### config.mk
export PLATFORM = sky130hd
export DESIGN_NAME = mux_scan_sel
export DESIGN_NICKNAME = d
export VERILOG_FILES = /design/src/rtl/mux_scan_sel.sv
export SDC_FILE = /design/constraint.sdc
export NUM_CORES = 1
export LEC_CHECK = 0
export CORE_AREA = 10 10 47 49
export CTS_BUF_LIST = sky130_fd_sc_hd__clkbuf_8
export DETAILED_ROUTE_END_ITERATION = 10
export DIE_AREA = 0 0 57 59
export PLACE_DENSITY = 0.66
export SLEW_MARGIN = 20
export SYNTH_ARGS = -nofsm -noshare
export SYNTH_HDL_FRONTEND = slang
export SYNTH_SLANG_ARGS = --single-unit
### constraint.sdc
create_clock -name clk -period 1.5 [get_ports clk]
set_input_delay 0.3 -clock clk [delete_from_list [all_inputs] [get_ports clk]]
set_output_delay 0.3 -clock clk [all_outputs]
set_load 0.05 [all_outputs]
### src/rtl/mux_scan_sel.sv
// ============================================================================
// Module      : mux_scan_sel
// Description : Registered N-channel strobed inverting selector with optional
//               auto-scan (enable with MUX_SCAN_SEL_SCAN_EN).
// Revision    : 1.0 - initial release
// ============================================================================
`default_nettype none

module mux_scan_sel #(
    parameter  int CH    = 16,
    parameter  int DW    = 1,
    parameter  int DWELL = 4,
    localparam int SW    = $clog2(CH)
) (
    input  logic             clk,
    input  logic             rst_n,
    input  logic             stb,
    input  logic             mode,
    input  logic [SW-1:0]    sel,
    input  logic [CH*DW-1:0] e,
    output logic [DW-1:0]    w,
    output logic [SW-1:0]    cur,
    output logic             wrap
);

    localparam int         c_npad      = 1 << SW;
    localparam logic [1:0] c_st_off    = 2'd0;
    localparam logic [1:0] c_st_direct = 2'd1;
`ifdef MUX_SCAN_SEL_SCAN_EN
    localparam logic [1:0] c_st_scan   = 2'd2;
    localparam int         c_dcw       = (DWELL > 1) ? $clog2(DWELL) : 1;
    localparam logic [c_dcw-1:0] c_dwell_last = c_dcw'(DWELL - 1);
    localparam logic [SW-1:0]    c_last_ch    = SW'(CH - 1);
`endif

    logic [1:0]    r_state;
    logic [1:0]    w_state_nxt;
    logic [SW-1:0] w_nxt;
    logic [DW-1:0] w_data_nxt;
    logic [DW-1:0] r_w;
    logic [SW-1:0] r_cur;
    logic [DW-1:0] w_chn [c_npad];

    // Pre-inverted channel table; unused codes above CH-1 read as all ones
    generate
        for (genvar k = 0; k < c_npad; k++) begin : g_ch
            if (k < CH) begin : g_real
                assign w_chn[k] = ~e[k*DW +: DW];
            end else begin : g_pad
                assign w_chn[k] = '1;
            end
        end
    endgenerate

    always_ff @(posedge clk or negedge rst_n) begin
        if (!rst_n) begin
            r_state <= c_st_off;
        end else begin
            r_state <= w_state_nxt;
        end
    end

`ifdef MUX_SCAN_SEL_SCAN_EN
    logic             r_wrap;
    logic             w_wrap_nxt;
    logic [c_dcw-1:0] r_dcnt;
    logic [c_dcw-1:0] w_dcnt_nxt;

    always_comb begin
        w_state_nxt = c_st_direct;
        if (stb) begin
            w_state_nxt = c_st_off;
        end else if (mode) begin
            w_state_nxt = c_st_scan;
        end
    end

    always_comb begin
        w_nxt      = '0;
        w_dcnt_nxt = '0;
        w_wrap_nxt = 1'b0;
        w_data_nxt = '1;
        if (!stb) begin
            if (!mode) begin
                w_nxt = sel;
            end else if (r_state == c_st_scan) begin
                if (r_dcnt != c_dwell_last) begin
                    w_dcnt_nxt = r_dcnt + 1'b1;
                    w_nxt      = r_cur;
                end else if (r_cur == c_last_ch) begin
                    w_wrap_nxt = 1'b1;
                end else begin
                    w_nxt = r_cur + 1'b1;
                end
            end
            w_data_nxt = w_chn[w_nxt];
        end
    end

    always_ff @(posedge clk or negedge rst_n) begin
        if (!rst_n) begin
            r_dcnt <= '0;
            r_wrap <= 1'b0;
        end else begin
            r_dcnt <= w_dcnt_nxt;
            r_wrap <= w_wrap_nxt;
        end
    end

    assign wrap = r_wrap;
`else
    logic w_unused_mode;
    assign w_unused_mode = mode;

    always_comb begin
        w_state_nxt = stb ? c_st_off : c_st_direct;
    end

    always_comb begin
        w_nxt      = '0;
        w_data_nxt = '1;
        if (!stb) begin
            w_nxt      = sel;
            w_data_nxt = w_chn[w_nxt];
        end
    end

    assign wrap = 1'b0;
`endif

    always_ff @(posedge clk or negedge rst_n) begin
        if (!rst_n) begin
            r_w   <= '1;
            r_cur <= '0;
        end else begin
            r_w   <= w_data_nxt;
            r_cur <= w_nxt;
        end
    end

    assign w   = r_w;
    assign cur = r_cur;

endmodule

`default_nettype wire

---- Yosys cells after proc, flatten, opt, wreduce, memory -nomap -nowiden ----
Cells that the tools add are included.
Widths: inputs -> output; s select.
storage, ports and cells
  register bits after elaboration ......... 5
  bits of input ports ..................... 24
  output and inout bits ................... 6
  word-level logic and storage cells ...... 25
cells by class
  magnitude comparators ................... 1
  multiplexer cells ....................... 5
  bitwise gates (word level) .............. 17
operators by type and width
  kind                count
  $not 1->1           16
  $ge 5x5->1 const B  1
  $not 4->5           1
  $bmux 1 s4          1
  $mux 4              1
  $mux 1              3

---- Longest topological paths before layout ----
Gate-level depths: netlist of the first run.
  depth in word-level cells ............... 5
  mapped depth ............................ 5
  depth with buffers taken out ............ 4

---- Worst setup path before layout of the first run ----
No wires, ideal clock.
  kind .................................... input port to flip-flop
  from .................................... input sel[0]
  to ...................................... register r_w, in the netlist w
  library setup time ...................... 0.082 ns
  arrival time ............................ 1.208 ns
  required time ........................... 1.418 ns
  setup slack ............................. 0.210 ns
  stages .................................. 5
  path buffers ............................ 1
  cells stage by stage .................... buf_6 mux4_2 o22ai_2 a31oi_1 a22oi_1
on the way
  cells in the longest elaborated chain, start to end .. 5
ends and longest elaborated chain
  what                                       line  source
  start: declaration                         19    input logic [SW-1:0] sel,
  $not 4->5 (implied by the code)            124   w_data_nxt = w_chn[w_nxt];
  $bmux 1 s4                                 124
  $mux 1 (implied by the code) (2 in a row)  124
  $mux 1                                     122   if (!stb) begin
  net w_data_nxt                             39    logic [DW-1:0] w_data_nxt;
  end signal: assignment                     136   r_w <= w_data_nxt;
  end: declaration                           40    logic [DW-1:0] r_w;
The timed path passes the listed nets, and every way through them passes these cells. The select of a mux whose other input is x is not followed.

---- Final worst setup path of the first run ----
  from .................................... input sel[2]
  to ...................................... register r_w, in the netlist w
Same word-level chain as after synthesis.

==> results of run 1 <==
## per-layer routing
metal / global-route usage [%] / share of wire (%) / vias up
met1: 6.115 / 37 / 147
li1: - / - / 160
met4: 5.034 / 0 / 0
met3: 4.506 / 13 / 0
met5: 0 / 0 / -
met2: 10.70 / 50 / 21
## registers in the layout, summed over array words and instances, names as in the netlist
name / count
w: 1
cur: 4
## final timing paths
path | from | endpoint | slack [ns] | cells after the start
setup / recovery | sel[2] | w$_DFF_PN1_ | 0.10 | 5
hold / removal | rst_n | cur[1]$_DFF_PN0_ | 0.30 | 1
max in group asynchronous | rst_n | w$_DFF_PN1_ | 0.94 | 1
min in group clk | sel[0] | cur[0]$_DFF_PN0_ | 0.71 | 3
## cell families (layout without fill, tap and decap cells)
| kind of cell | count (synthesis) | after routing | share of synthesized area [%] |
|---|---|---|---|
| mux | 5 | 5 | 24.21 |
| compound gates | 5 | 5 | 13.49 |
| simple gates | 8 | 8 | 15.08 |
| other cells | 1 | 1 | 1.189 |
| buf+inv | 2 | 35 | 5.953 |
| flops | 5 | 5 | 40.08 |
## power groups by stage
stage	clock, mW	combinational, mW	sequential, mW
5_1_grt	0.250	0.195	0.153
6_report	0.239	0.184	0.153
2_1_floorplan	0	0.0470	0.180
3_3_place_gp	0	0.182	0.154
4_1_cts	0.244	0.184	0.153
3_5_place_dp	0	0.183	0.154
## stage by stage
step	cell area, um2	total power [mW]	util, %
3_5_place_dp	666.9	0.3378	47.59
3_3_place_gp	666.9	0.3362	47.59
2_1_floorplan	315.3	0.2269	-
6_report	715.7	0.5752	51.07
4_1_cts	710.7	0.5817	50.71
5_1_grt	715.7	0.5982	51.07
## placed cells by master, fill, tap and decap left out
master / count
conb_1: 1
clkbuf_8: 3
a31oi_1: 1
or2b_1: 1
o22ai_2: 1
a211oi_2: 1
mux2_2: 1
inv_1: 1
a311oi_1: 1
dfstp_2: 1
dfrtp_1: 4
mux2i_1: 2
dlygate4sd2_1: 1
buf_4: 4
clkdlybuf4s50_1: 21
and2b_1: 1
nor2_1: 2
nor2b_1: 4
a22oi_1: 1
buf_12: 5
mux4_2: 2
## timing repair
item | in CTS | in global routing
hold buffers | 0 | 0
endpoints found under the setup margin | 1 | 1
hold endpoints to repair | 0 | 0
gates resized for setup | 1 | 1
cloned | 0 | 0
## cell type report
class / count / area [um2] / share of cell area, %
timing repair buffer: 31 / 349.1 / 48.78
clock inverter: 1 / 3.754 / 0.5245
multi-input combinational: 19 / 175.2 / 24.48
clock buffer: 3 / 41.29 / 5.769
tap: 16 / 20.02 / 2.797
sequential: 5 / 126.4 / 17.66
==> results.py, run 1 <==
metrics = {
    "sta": {
        "setup_tns_ns": 0,
        "fmax_mhz": 715.1,
        "finalSetupViolations": 0,
        "hold_violations": 0,
        "setup_ws_ns": 0.1016,
        "holdWs_ns": 0.3037,
        "drv_slew": 0,
        "min_period_over_period_pct": 93.22,
        "period_needed_ns": 1.398,
        "rsz0062_at_grt": "no",
    },
    "pwr": {
        "p_sw_uw": 142.2,
        "p_seq_share_pct": 26.5,
        "switching_share_pct": 24.72,
        "peakVddDrop_mv": 0.2939,
        "p_clk_share_pct": 41.5,
        "leakage_nw": 0.3033,
        "p_int_uw": 433.0,
        "p_per_area_nw_per_um2": 803.7,
        "pwr-share-comb_pct": 32.0,
    },
    "floorplan": {
        "coreArea_um2": 1401,
        "dieArea_um2": 3363,
        "dieHeight_um": 59,
        "start_util_pct": 22.50,
        "num_rows": 14,
        "die_w_um": 57,
        "io_pins": 30,
    },
    "logic_synthesis": {
        "syn_nets": 50,
        "synth_area_leaders": "dfrtp_1 (32%), mux4_2 (14%), dfstp_2 (8.3%), nor2b_1 (7.9%), mux2i_1 (6.3%)",
        "synth_ff_type": "dfrtp_1",
        "synth_top_area_cell": "dfrtp_1",
        "syn_inst": 26,
        "yosysWarnings": 0,
        "yosysSeqAreaShare_pct": 40.08,
        "synthArstFlopShare_pct": 100.0,
        "ys_seq_elements": 5,
        "synthTopCellsByCount": "dfrtp_1 (4), nor2b_1 (4), mux2i_1 (2), mux4_2 (2), nor2_1 (2)",
        "avgSynthCellArea_um2": 12.13,
        "synth_edf_count": 0,
        "ys_types": 17,
        "netlist_area_um2": 315.3,
        "netlist.area_leader.share_pct": 31.75,
    },
    "global_route": {
        "antenna_found_initial": 0,
        "grt_pass1_wl_um": 1738,
        "grt_usage_pct": 6.765,
        "grt_pass1_vias": 393,
        "grt_max_degree": 6,
        "grt_overflow": 0,
    },
    "drt": {
        "firstDrtPassIters": 3,
        "detail_route.wl_per_cell_um": 14.61,
        "vias": 328,
        "drtAntennaViolNets": 0,
        "viasPerCell": 4.373,
        "drc": 0,
        "wl_um": 1096,
        "drt_iter0_drc": 3,
    },
    "run_status": {
        "status": "finished clean",
    },
    "run": {
        "drv_cap": 0,
    },
    "clock_network": {
        "path_clk_slew_ns": 0.03,
        "cts_setup_buffers": 0,
        "clockBufferDepth": 2,
        "cts_root_buf": "clkbuf_8",
        "clock-sinks": 5,
        "cts_inserted_buffers": 3,
        "htree_levels": 1,
        "cts_tree": "yes",
    },
    "finish": {
        "diodes": 0,
        "final_cells": 75,
        "layout.nets": 84,
        "area_growth_pct": 127.0,
        "drive_gt1_share_pct": 30.51,
        "nFillCells": 141,
    },
    "critical_path": {
        "cp_cell_sequence": "clkdlybuf4s50_1, or2b_1, a211oi_2, a311oi_1, a22oi_1",
        "worstPathRequired_ns": 1.64,
        "cp.arrival_ns": 1.54,
        "slowest_delay_ns": 0.48,
        "cp_max_fo": 4,
        "worstSetupPathType": "input port to flip-flop",
        "cp_num_buf_inv": 1,
        "cpLargestDelayFamily": "buffers and inverters",
        "end_kind": "flip-flop",
        "critPathSlowestCell": "clkdlybuf4s50_1",
        "crit_path_start_kind": "input port",
    },
    "placed_design": {
        "dp_cells": 71,
        "io_buffers": 27,
        "globalplace.congestion": 0.6690,
        "pre_cts_slack_ns": -0.3259,
        "hpwlAfterDp_um": 920.2,
    },
    "hold_path": {
        "hold_class": "input port to asynchronous set/reset pin",
    },
}
(Power assumes the default switching activity.)
==> run 2, diff against run 1 <==
Settings changed: CORE_AREA 10 10 47 49 to 5 5 42 44, DIE_AREA 0 0 57 59 to 0 0 47 49.
==> results.py, run 2 (synthesized netlist as in run 1, its figures left out) <==
metrics = {
    "run_status": {
        "status": "finished clean",
    },
    "placed_design": {
        "placed_cell_area_um2": 666.9,
        "io_buffers": 27,
        "hpwlAfterDp_um": 736.4,
        "pre_cts_slack_ns": -0.3219,
        "globalplace.congestion": 0.6424,
    },
    "pwr": {
        "peakVddDrop_mv": 0.3424,
        "leakage_nw": 0.3023,
        "power_uw": 572.8,
        "p_per_area_nw_per_um2": 806.0,
    },
    "drt": {
        "wl_met3_um": 145,
        "wl_um": 831,
        "drt_iter0_drc": 6,
        "firstDrtPassIters": 2,
        "drtAntennaViolNets": 0,
        "met2_length_um": 374,
        "viasPerCell": 4.467,
        "drc": 0,
        "top_layer": "met4",
        "drt-met1-wl_um": 269,
        "vias": 335,
        "detail_route.wl_per_cell_um": 11.08,
    },
    "critical_path": {
        "end_kind": "flip-flop",
        "crit_path_start_kind": "input port",
        "cp_max_fo": 4,
        "worstSetupPathType": "input port to flip-flop",
        "crit_start": "sel[2]",
        "cp.arrival_ns": 1.55,
        "worstPathRequired_ns": 1.64,
    },
    "finish": {
        "area_growth_pct": 125.4,
        "stdcell_area_um2": 710.7,
        "diodes": 0,
        "layout.nets": 84,
        "largest_reg_flops": 4,
        "mostFrequentLayoutCells": "clkdlybuf4s50_1 (21), buf_12 (5), nor2b_1 (4), dfrtp_1 (4), buf_4 (4)",
        "nFillCells": 136,
        "fin_util_pct": 50.71,
        "final_common_cell": "clkdlybuf4s50_1",
        "drive_gt1_share_pct": 28.81,
    },
    "sta": {
        "setup_ws_ns": 0.09064,
        "drv_slew": 0,
        "period_needed_ns": 1.409,
        "finalSetupViolations": 0,
        "fmax_mhz": 709.5,
        "hold_violations": 0,
        "min_period_over_period_pct": 93.96,
        "rsz0062_at_grt": "no",
        "setup_tns_ns": 0,
    },
    "clock_network": {
        "path_clk_slew_ns": 0.03,
        "cts_setup_buffers": 0,
        "cts_root_buf": "clkbuf_8",
        "htree_levels": 1,
        "clockBufferDepth": 2,
        "clock-sinks": 5,
        "cts_tree": "yes",
        "ctsResizeCount": 1,
        "holdBufCountCts": 0,
        "cts_inserted_buffers": 3,
    },
    "floorplan": {
        "dieArea_um2": 2303,
        "num_rows": 14,
        "start_util_pct": 22.50,
        "coreArea_um2": 1401,
        "dieHeight_um": 49,
        "io_pins": 30,
        "die_w_um": 47,
    },
    "global_route": {
        "grt_max_degree": 6,
        "grt_overflow": 0,
        "antenna_found_initial": 0,
        "grt_pass1_wl_um": 1276,
        "grt_usage_pct": 8.458,
        "grt_pass1_vias": 322,
    },
    "hold_path": {
        "hold_class": "input port to asynchronous set/reset pin",
    },
    "run": {
        "drv_cap": 0,
    },
}
[run 2: cell counts in the layout (fill, tap and decap cells not counted)]
No cell type changed its count.
[run 2: power breakdown]
group          switching, mW  internal [mW]  total (mW)
Sequential           0.00669          0.146       0.153
Clock                 0.0656          0.175       0.241
Combinational         0.0681          0.111       0.179
Total                  0.140          0.432       0.573
[run 2: cell type report]
class                           count  area, um2  share of cell area (%)
Clock inverter                      1      3.754                  0.5282
Tap cell                           16      20.02                   2.817
Timing Repair Buffer               31      349.1                   49.12
Sequential cell                     5      126.4                   17.78
Multi-Input combinational cell     19      170.2                   23.94
Clock buffer                        3      41.29                   5.810
[run 2: per-stage QoR]
step	hold slack [ns]	cells
after floorplan	0.004409	26
after global placement	0.5316	71
after detailed placement	0.5335	71
after CTS	0.3023	75
after global routing	0.3245	75
final	0.2997	75
[run 2: worst paths after layout]
kind                                    end  slack, ns  cells after the start
worst max-delay path            w$_DFF_PN1_       0.09                      5
max in group asynchronous       w$_DFF_PN1_       0.95                      1
worst min-delay path       cur[2]$_DFF_PN0_       0.30                      1
min in group clk                w$_DFF_PN1_       0.68                      3
[run 2: routing by layer]
layer | GRT usage, % | up-vias
met2 | 11.31 | 24
met5 | 0 | -
li1 | - | 161
met4 | 9.677 | 0
met3 | 4.059 | 5
met1 | 8.371 | 145
[run 2: worst max-delay path, stage by stage]
cell,delay (ns)
clkdlybuf4s50_1,0.47
or2b_1,0.27
a211oi_1,0.25
a311oi_1,0.08
a22oi_1,0.17
==> run 3, diff against run 2 <==
Settings changed: GPL_TIMING_DRIVEN set to 0.
==> results.py, run 3 (synthesized netlist as in run 1, its figures left out) <==
metrics = {
    "critical_path": {
        "cp_cell_sequence": "clkdlybuf4s50_1, mux4_2, o22ai_2, a31oi_1, a22oi_1",
        "end_kind": "flip-flop",
        "worstSetupPathType": "input port to flip-flop",
        "crit_path_start_kind": "input port",
        "slowest_delay_ns": 0.47,
        "crit_start": "e[13]",
        "cp_max_fo": 1,
        "critPathSlowestCell": "mux4_2",
        "cp.arrival_ns": 1.51,
        "worstPathRequired_ns": 1.63,
    },
    "clock_network": {
        "cts_setup_buffers": 0,
        "clockBufferDepth": 2,
        "cts_inserted_buffers": 3,
        "holdBufCountCts": 0,
        "cts_tree": "yes",
        "cts_root_buf": "clkbuf_8",
        "ctsResizeCount": 8,
        "clock-sinks": 5,
        "htree_levels": 1,
        "path_clk_slew_ns": 0.03,
    },
    "run": {
        "drv_cap": 0,
    },
    "global_route": {
        "grt_pass1_wl_um": 1283,
        "grt_overflow": 0,
        "grt_pass1_vias": 332,
        "grt_max_degree": 9,
        "grt_usage_pct": 7.856,
        "antenna_found_initial": 0,
    },
    "sta": {
        "period_needed_ns": 1.380,
        "min_period_over_period_pct": 92.00,
        "fmax_mhz": 724.6,
        "drv_slew": 0,
        "setup_tns_ns": 0,
        "hold_violations": 0,
        "finalSetupViolations": 0,
        "setup_ws_ns": 0.1200,
        "holdWs_ns": 0.3002,
        "rsz0062_at_grt": "no",
    },
    "drt": {
        "vias": 323,
        "wl_um": 802,
        "viasPerCell": 4.486,
        "drtAntennaViolNets": 0,
        "firstDrtPassIters": 2,
        "drt_iter0_drc": 3,
        "drc": 0,
        "detail_route.wl_per_cell_um": 11.14,
    },
    "placed_design": {
        "dp_cells": 68,
        "io_buffers": 26,
        "placed_cell_area_um2": 595.6,
        "globalplace.congestion": 0.6820,
        "pre_cts_slack_ns": -0.2454,
        "hpwlAfterDp_um": 706.3,
    },
    "floorplan": {
        "num_rows": 14,
        "io_pins": 30,
        "die_w_um": 47,
        "dieArea_um2": 2303,
        "start_util_pct": 22.50,
        "dieHeight_um": 49,
        "coreArea_um2": 1401,
    },
    "pwr": {
        "leakage_nw": 0.2871,
        "peakVddDrop_mv": 0.2369,
        "p_per_area_nw_per_um2": 839.5,
        "power_uw": 535.7,
    },
    "finish": {
        "largest_reg_flops": 4,
        "area_growth_pct": 102.4,
        "layout.nets": 81,
        "stdcell_area_um2": 638.1,
        "final_cells": 72,
        "fin_util_pct": 45.54,
        "diodes": 0,
        "mostFrequentLayoutCells": "clkdlybuf4s50_1 (19), dlygate4sd2_1 (5), nor2b_1 (4), dfrtp_1 (4), clkbuf_8 (3)",
        "final_common_cell": "clkdlybuf4s50_1",
        "drive_gt1_share_pct": 19.64,
    },
    "run_status": {
        "status": "finished clean",
    },
    "hold_path": {
        "hold_class": "input port to asynchronous set/reset pin",
    },
}
run 3: changes by cell type in the layout (fill, tap and decap cells not counted), sizes merged:
| cell | previous run | this run |
|---|---|---|
| buf | 9 | 2 |
| clkdlybuf4s15 | 0 | 1 |
| clkdlybuf4s50 | 21 | 19 |
| dlygate4sd2 | 1 | 5 |
| dlymetal6s2s | 0 | 1 |
run 3: area by class of cell:
class | count | area [um2]
plain buffers | 2 | 18.77
clock buffers | 3 | 41.29
clock inverters | 1 | 3.754
fillers | 159 | 763.2
multi-input cells | 19 | 170.2
flip-flops and latches | 5 | 126.4
well taps | 16 | 20.02
repair buffers | 26 | 257.7
run 3: layer usage:
layer  global-route usage, %  part of all wire, %  up-vias
met5                       0                    0        -
met4                   4.147                    0        0
met3                   4.797                   18        0
met2                   12.67                   49       21
met1                   7.366                   33      149
li1                        -                    -      153
run 3: how the worst max path moves through the flow:
stage	end	cells after the start
floorplan	w$_DFF_PN1_	5
global placement	w$_DFF_PN1_	5
detailed placement	w$_DFF_PN1_	5
CTS	w$_DFF_PN1_	5
global route	w$_DFF_PN1_	5
finish	w$_DFF_PN1_	5
run 3: critical path, delay by kind of cell:
family / cells / cell delay [ns]
mux: 1 / 0.47
compound gates: 3 / 0.35
buf+inv: 1 / 0.39
run 3: power by group:
part | switching (mW) | internal (mW)
logic | 0.0677 | 0.0839
registers | 0.00160 | 0.146
clock network | 0.0617 | 0.175
total | 0.131 | 0.405
